--- src/rtl/inv_mix_columns_seq_if.sv ---
// rtl/inv_mix_columns_seq_if.sv - state in/out handshake bundle for inv_mix_columns_seq
interface inv_mix_columns_seq_if #(
  parameter int DATA_W = 128
);
  logic              in_valid;
  logic              in_ready;
  logic [DATA_W-1:0] in_data;
  logic              in_bypass;
  logic              out_valid;
  logic              out_ready;
  logic [DATA_W-1:0] out_data;
  logic              busy;

  modport slave (
    input  in_valid, in_data, in_bypass, out_ready,
    output in_ready, out_valid, out_data, busy
  );

  modport master (
    output in_valid, in_data, in_bypass, out_ready,
    input  in_ready, out_valid, out_data, busy
  );
endinterface

--- src/rtl/inv_mix_columns_seq.sv ---
// rtl/inv_mix_columns_seq.sv - column-serial AES InvMixColumns over one shared helper
module inv_mix_column_helper (
  input  logic [31:0] col,
  output logic [31:0] res
);
  function automatic logic [7:0] xt(input logic [7:0] b);
    return {b[6:0], 1'b0} ^ (b[7] ? 8'h1b : 8'h00);
  endfunction

  logic [7:0] a  [4];
  logic [7:0] m9 [4];
  logic [7:0] mb [4];
  logic [7:0] md [4];
  logic [7:0] me [4];

  always_comb begin
    for (int i = 0; i < 4; i++) begin
      logic [7:0] x2, x4, x8;
      a[i]  = col[31-8*i -: 8];
      x2    = xt(a[i]);
      x4    = xt(x2);
      x8    = xt(x4);
      m9[i] = x8 ^ a[i];
      mb[i] = x8 ^ x2 ^ a[i];
      md[i] = x8 ^ x4 ^ a[i];
      me[i] = x8 ^ x4 ^ x2;
    end
    res[31:24] = me[0] ^ mb[1] ^ md[2] ^ m9[3];
    res[23:16] = m9[0] ^ me[1] ^ mb[2] ^ md[3];
    res[15:8]  = md[0] ^ m9[1] ^ me[2] ^ mb[3];
    res[7:0]   = mb[0] ^ md[1] ^ m9[2] ^ me[3];
  end
endmodule

module inv_mix_columns_seq #(
  parameter int NCOL  = 4,
  parameter int COL_W = 32
) (
  input  logic                   clk,
  input  logic                   rst_n,
  inv_mix_columns_seq_if.slave   bus
);
  localparam int CNT_W = $clog2(NCOL);

  typedef enum logic [1:0] {IDLE, BUSY, DONE} state_t;

  state_t             state, state_nxt;
  logic [CNT_W-1:0]   col_cnt;
  logic [COL_W-1:0]   src_cols [NCOL];
  logic [COL_W-1:0]   out_cols [NCOL];
  logic [COL_W-1:0]   helper_in;
  logic [COL_W-1:0]   helper_out;
  logic               out_valid;
  logic               accept;
  logic               last_col;
  logic               out_fire;

  inv_mix_column_helper u_helper (
    .col (helper_in),
    .res (helper_out)
  );

  // Column 0 lives in the most significant word of the 128-bit state.
  for (genvar g = 0; g < NCOL; g++) begin : g_cols
    assign bus.out_data[(NCOL-1-g)*COL_W +: COL_W] = out_cols[g];
  end

  assign helper_in     = src_cols[col_cnt];
  assign bus.in_ready  = rst_n && (state == IDLE);
  assign bus.out_valid = out_valid;
  assign bus.busy      = (state != IDLE);
  assign accept        = bus.in_valid && bus.in_ready;
  assign last_col      = (col_cnt == CNT_W'(NCOL-1));
  assign out_fire      = out_valid && bus.out_ready;

  always_ff @(posedge clk or negedge rst_n) begin
    if (!rst_n) state <= IDLE;
    else        state <= state_nxt;
  end

  always_comb begin
    state_nxt = state;
    case (state)
      IDLE:    if (accept) state_nxt = bus.in_bypass ? DONE : BUSY;
      BUSY:    if (last_col) state_nxt = DONE;
      DONE:    if (out_fire) state_nxt = IDLE;
      default: state_nxt = IDLE;
    endcase
  end

  // Bypass enters DONE with out_valid low, so the result appears one edge after accept.
  always_ff @(posedge clk or negedge rst_n) begin
    if (!rst_n) begin
      col_cnt   <= '0;
      out_valid <= 1'b0;
      for (int i = 0; i < NCOL; i++) begin
        src_cols[i] <= '0;
        out_cols[i] <= '0;
      end
    end else begin
      case (state)
        IDLE: begin
          if (accept) begin
            col_cnt <= '0;
            for (int i = 0; i < NCOL; i++) begin
              src_cols[i] <= bus.in_data[(NCOL-1-i)*COL_W +: COL_W];
              if (bus.in_bypass) out_cols[i] <= bus.in_data[(NCOL-1-i)*COL_W +: COL_W];
            end
          end
        end
        BUSY: begin
          out_cols[col_cnt] <= helper_out;
          if (last_col) begin
            col_cnt   <= '0;
            out_valid <= 1'b1;
          end else begin
            col_cnt <= col_cnt + CNT_W'(1);
          end
        end
        DONE: begin
          if (out_fire)        out_valid <= 1'b0;
          else if (!out_valid) out_valid <= 1'b1;
        end
        default: ;
      endcase
    end
  end
endmodule

--- src/flat_wrapper.sv ---
// flat-port wrapper written by rule: the top's interface ports become plain ports
module inv_mix_columns_seq_flat 
#(
  parameter int NCOL  = 4,
  parameter int COL_W = 32
)
  (clk, rst_n, bus_in_valid, bus_in_data, bus_in_bypass, bus_out_ready, bus_in_ready, bus_out_valid, bus_out_data, bus_busy);
  inv_mix_columns_seq_if bus_i ();
  input  logic clk;
  input  logic rst_n;
  input wire logic [$bits(bus_i.in_valid)-1:0] bus_in_valid;
  input wire logic [$bits(bus_i.in_data)-1:0] bus_in_data;
  input wire logic [$bits(bus_i.in_bypass)-1:0] bus_in_bypass;
  input wire logic [$bits(bus_i.out_ready)-1:0] bus_out_ready;
  output wire logic [$bits(bus_i.in_ready)-1:0] bus_in_ready;
  output wire logic [$bits(bus_i.out_valid)-1:0] bus_out_valid;
  output wire logic [$bits(bus_i.out_data)-1:0] bus_out_data;
  output wire logic [$bits(bus_i.busy)-1:0] bus_busy;
  assign bus_i.in_valid = bus_in_valid;
  assign bus_i.in_data = bus_in_data;
  assign bus_i.in_bypass = bus_in_bypass;
  assign bus_i.out_ready = bus_out_ready;
  assign bus_in_ready = bus_i.in_ready;
  assign bus_out_valid = bus_i.out_valid;
  assign bus_out_data = bus_i.out_data;
  assign bus_busy = bus_i.busy;
  inv_mix_columns_seq #(.NCOL(NCOL), .COL_W(COL_W)) u_core (.clk(clk), .rst_n(rst_n), .bus(bus_i));
endmodule
--- config.mk ---
export PLATFORM = sky130hd
export DESIGN_NAME = inv_mix_columns_seq_flat
export DESIGN_NICKNAME = d
export VERILOG_FILES = /design/src/rtl/inv_mix_columns_seq_if.sv /design/src/rtl/inv_mix_columns_seq.sv /design/src/flat_wrapper.sv
export SDC_FILE = /design/constraint.sdc
export NUM_CORES = 1
export LEC_CHECK = 0
export ABC_CLOCK_PERIOD_IN_PS = 4400
export CAP_MARGIN = 20
export CORE_ASPECT_RATIO = 0.8
export CORE_MARGIN = 1.5
export CORE_UTILIZATION = 35
export DETAILED_ROUTE_END_ITERATION = 12
export PLACE_DENSITY = 0.61
export SLEW_MARGIN = 20
export SYNTH_ARGS = -nofsm -noshare
export SYNTH_HDL_FRONTEND = slang
export SYNTH_HIERARCHICAL = 1
export SYNTH_SLANG_ARGS = --single-unit
--- constraint.sdc ---
create_clock -name clk -period 4.4 [get_ports clk]
set_clock_uncertainty 0.2 [all_clocks]
set_input_delay 0.88 -clock clk [delete_from_list [all_inputs] [get_ports clk]]
set_output_delay 0.88 -clock clk [all_outputs]
set_load 0.03 [all_outputs]
==> results of run 1 <==
## final timing paths
check | endpoint | slack, ps | cells past startpoint
setup reg to reg | u_core/bus.out_data[117] | 620 | 8
hold / removal | u_core/src_cols[76] | 280 | 1
min in group asynchronous | u_core/bus.out_data[32] | 300 | 2
hold reg to reg | u_core/src_cols[76] | 280 | 1
max in group asynchronous | u_core/bus.out_data[41] | 2420 | 3
setup / recovery | u_core/bus.out_data[117] | 620 | 8
## cell families after synthesis
logic type               after synthesis  share of synthesized area [%]
AO/OA/AOI/OAI                        268                           16.8
XOR/XNOR                             202                           14.5
adder cells (fa/ha/maj)                4                          0.365
buffers and inverters                 93                           4.10
flip-flops                           261                           47.6
multiplexers                         160                           15.8
AND/OR/NAND/NOR                       16                          0.802
## final cells by class
type / count / area, µm²
fill: 3467 / 20700
multi-input combinational: 650 / 6700
sequential: 261 / 6530
timing repair buffer: 296 / 2950
clock buffer: 39 / 833
tap: 495 / 619
clock inverter: 12 / 119
inverter: 4 / 17.5
## through the flow
| step | setup slack (ps) | area, µm² | utilization (%) |
|---|---|---|---|
| floorplan | 829 | 13700 | - |
| global placement | 643 | 16800 | 43.8 |
| detailed placement | 626 | 16800 | 43.8 |
| CTS | 617 | 17800 | 46.2 |
| global route | 476 | 17800 | 46.2 |
| finish | 619 | 17800 | 46.2 |
## flip-flops by register name, indices dropped and copies added, names as in the netlist
signal / count
u_core/bus.out_data: 128
u_core/src_cols: 128
u_core/col_cnt: 2
u_core/state: 2
u_core/bus.out_valid: 1
## cells in the final DEF (no fill, tap or decap), types with 2 or more instances in the layout
cell and count:
mux2_2 101, clkbuf_1 3, dfrtp_1 259, mux2_1 27, xor3_2 2, clkbuf_16 29
nand2b_1 4, bufinv_16 2, clkdlybuf4s50_1 262, inv_1 3, buf_4 28, clkbuf_8 7
clkinvlp_4 2, ha_1 4, nand3b_1 4, a21oi_1 2, dfrtp_2 2, xor2_1 31
mux4_2 32, buf_12 5, o32a_1 128, nand2_1 2, xor2_2 3, o21a_1 129
clkinv_2 7, o21ai_4 4, xnor2_2 9, xnor3_1 4, xnor3_2 2, xnor2_1 150
o21ai_0 2
## synth_stat cells
cell / count / area, µm²
dfrtp_1: 261 / 6530
xnor2_1: 150 / 1310
o21a_1: 129 / 968
o32a_1: 128 / 1280
mux2_2: 101 / 1140
buf_2: 42 / 210
mux4_2: 32 / 721
xor2_1: 31 / 272
mux2_1: 27 / 304
buf_4: 14 / 105
buf_6: 14 / 158
clkbuf_1: 14 / 52.6
xnor2_2: 9 / 146
buf_1: 4 / 15.0
ha_1: 4 / 50.1
nand2b_1: 4 / 25.0
nand3b_1: 4 / 30.0
o21ai_1: 4 / 20.0
xnor3_1: 4 / 90.1
inv_1: 3 / 11.3
xor2_2: 3 / 48.8
a21oi_1: 2 / 10.0
nand2_1: 2 / 7.51
o21ai_0: 2 / 10.0
xnor3_2: 2 / 47.6
xor3_2: 2 / 50.1
a31o_2: 1 / 8.76
a31oi_1: 1 / 6.26
and2_1: 1 / 6.26
clkbuf_4: 1 / 7.51
inv_2: 1 / 3.75
nand3_1: 1 / 5.00
nand4b_1: 1 / 8.76
nor2_4: 1 / 11.3
nor4bb_1: 1 / 10.0
o22ai_1: 1 / 6.26
or3_1: 1 / 6.26
xnor2_4: 1 / 27.5
## routing by layer
layer | vias up | share of wire (%) | track usage [%]
met1 | 5035 | 47 | 32.1
met4 | 2 | 1.6 | 3.84
met3 | 53 | 7.1 | 4.89
met5 | - | 0.038 | 0
li1 | 4244 | - | -
met2 | 368 | 44 | 33.3
==> impl_results.md, run 1 <==
* Crit end category: flop
* Port-buffer cells at between 200 and 300
* CTS tree: built
* Reg clk slew, reported paths at around 60 ps
* Min-Delay Path Class: flop to flop
* WHS at about 280 ps
* Die X at 224 µm
* DRT iter0 DRCs at 850
* Routed len/inst at 25.2 µm
* RSZ-0062 raised after global routing: false
* Remaining global-route overflow at 0
* Layout net count at about 1.4k
* Mapped Nets at ~1.1k
* Vias per inst at 5.52
* Post_cts resized at 0
* Max-slew headroom at between 30% and 40%
* I/O pin count at roughly 260
* Status: completed
* CP Launch Point: u_core/col_cnt[0]
* Total number of vias at 9,702
* FMAX at approximately 0.26 GHz
* Max Cap Viol at 0
* Setup TNS at 0 ps
* Crit-path most repeated cell: xor2_1
* Cell Area, Synth at around 14,000 µm²
* Tmin final at between 3000 and 4000 ps
* Vert. Die Dim at about 180 µm
* Final period util at between 80% and 90%
* CORE AREA at between 30,000 and 40,000 µm²
* H-tree depth at 1
* CTS buffer count at 28
* Mapped Avg Cell Area at roughly 14 µm²
* Area growth syn-to-layout at 29.5%
* Pin count of the biggest net entering global routing at about 130
* # clock sinks at roughly 260
* Layout cells sized above 1 at 19.3%
* CP top delay family: XOR/XNOR gates
* Post-route ant nets at 0
* CP Buf/Inv Count at 1
* Fin cells at around 1.8k
* First-pass GRT wire length at around 67,000 µm
* Crit Path Class: flop to flop
* Worst hold start: u_core/src_cols[76]
* Yosys cell types at 38
* DRC viols at 0
* Vias in the first global route at 10.1k
* Worst-margin pin slew at between 1000 and 1500 ps
* DRT Pass-1 Iters at 5
* Max FO, Critical Path at 19
* Endpoints failing setup at 0
* Worst skew pair latency at 550 ps
* CTS Root Cell: clkbuf_16
* Final Hold Vio Count at 0
* Register area share after synthesis at a little under half
* # rows at 64
* GP Congestion at 0.953
* Cells after DPL at 1,706
* Starting Density at around 36%
* Yosys reg bits at ~260
* Synth Instances at 1,004
* Max incr delay on CP at between 600 and 700 ps
* Reg-to-Reg Start: u_core/col_cnt[0]
* Worst Path Arrival at just over 4000 ps
* Total die area at ~40,000 µm²
* Req. time, crit path at around 4700 ps
* CP max-delay cell: mux4_2
* Final Max Tran Viols at 0
* Post-CTS Hold Buffers at 0
* Routed WL at 44,300 µm
* # diodes at 0
* Startpoint class of the critical path: flop
* Ys Warns at 6
* DP HPWL at around 31,000 µm
* Crit path cell chain: buf_4, mux4_2, xnor3_2, xor3_2, xor2_1, xor2_1, o32a_1, o21a_1
* Post CTS Setup Buffer Count at 0
* Clk buf depth at 3
* Gr usage total at 21.9%
* Initial antenna violation count at 1
Power of run 1 is left out: the tool's default activity adds up to more than one toggle a clock period on the data nets, which glitch-free logic cannot reach.
==> inputs of run 2 (changes only) <==
- SKIP_CTS_REPAIR_TIMING: unset -> 1
==> results of run 2 <==
The final DEF is identical to that of run 1; final timing and power are the same.
Power of run 2 is left out for the same reason.
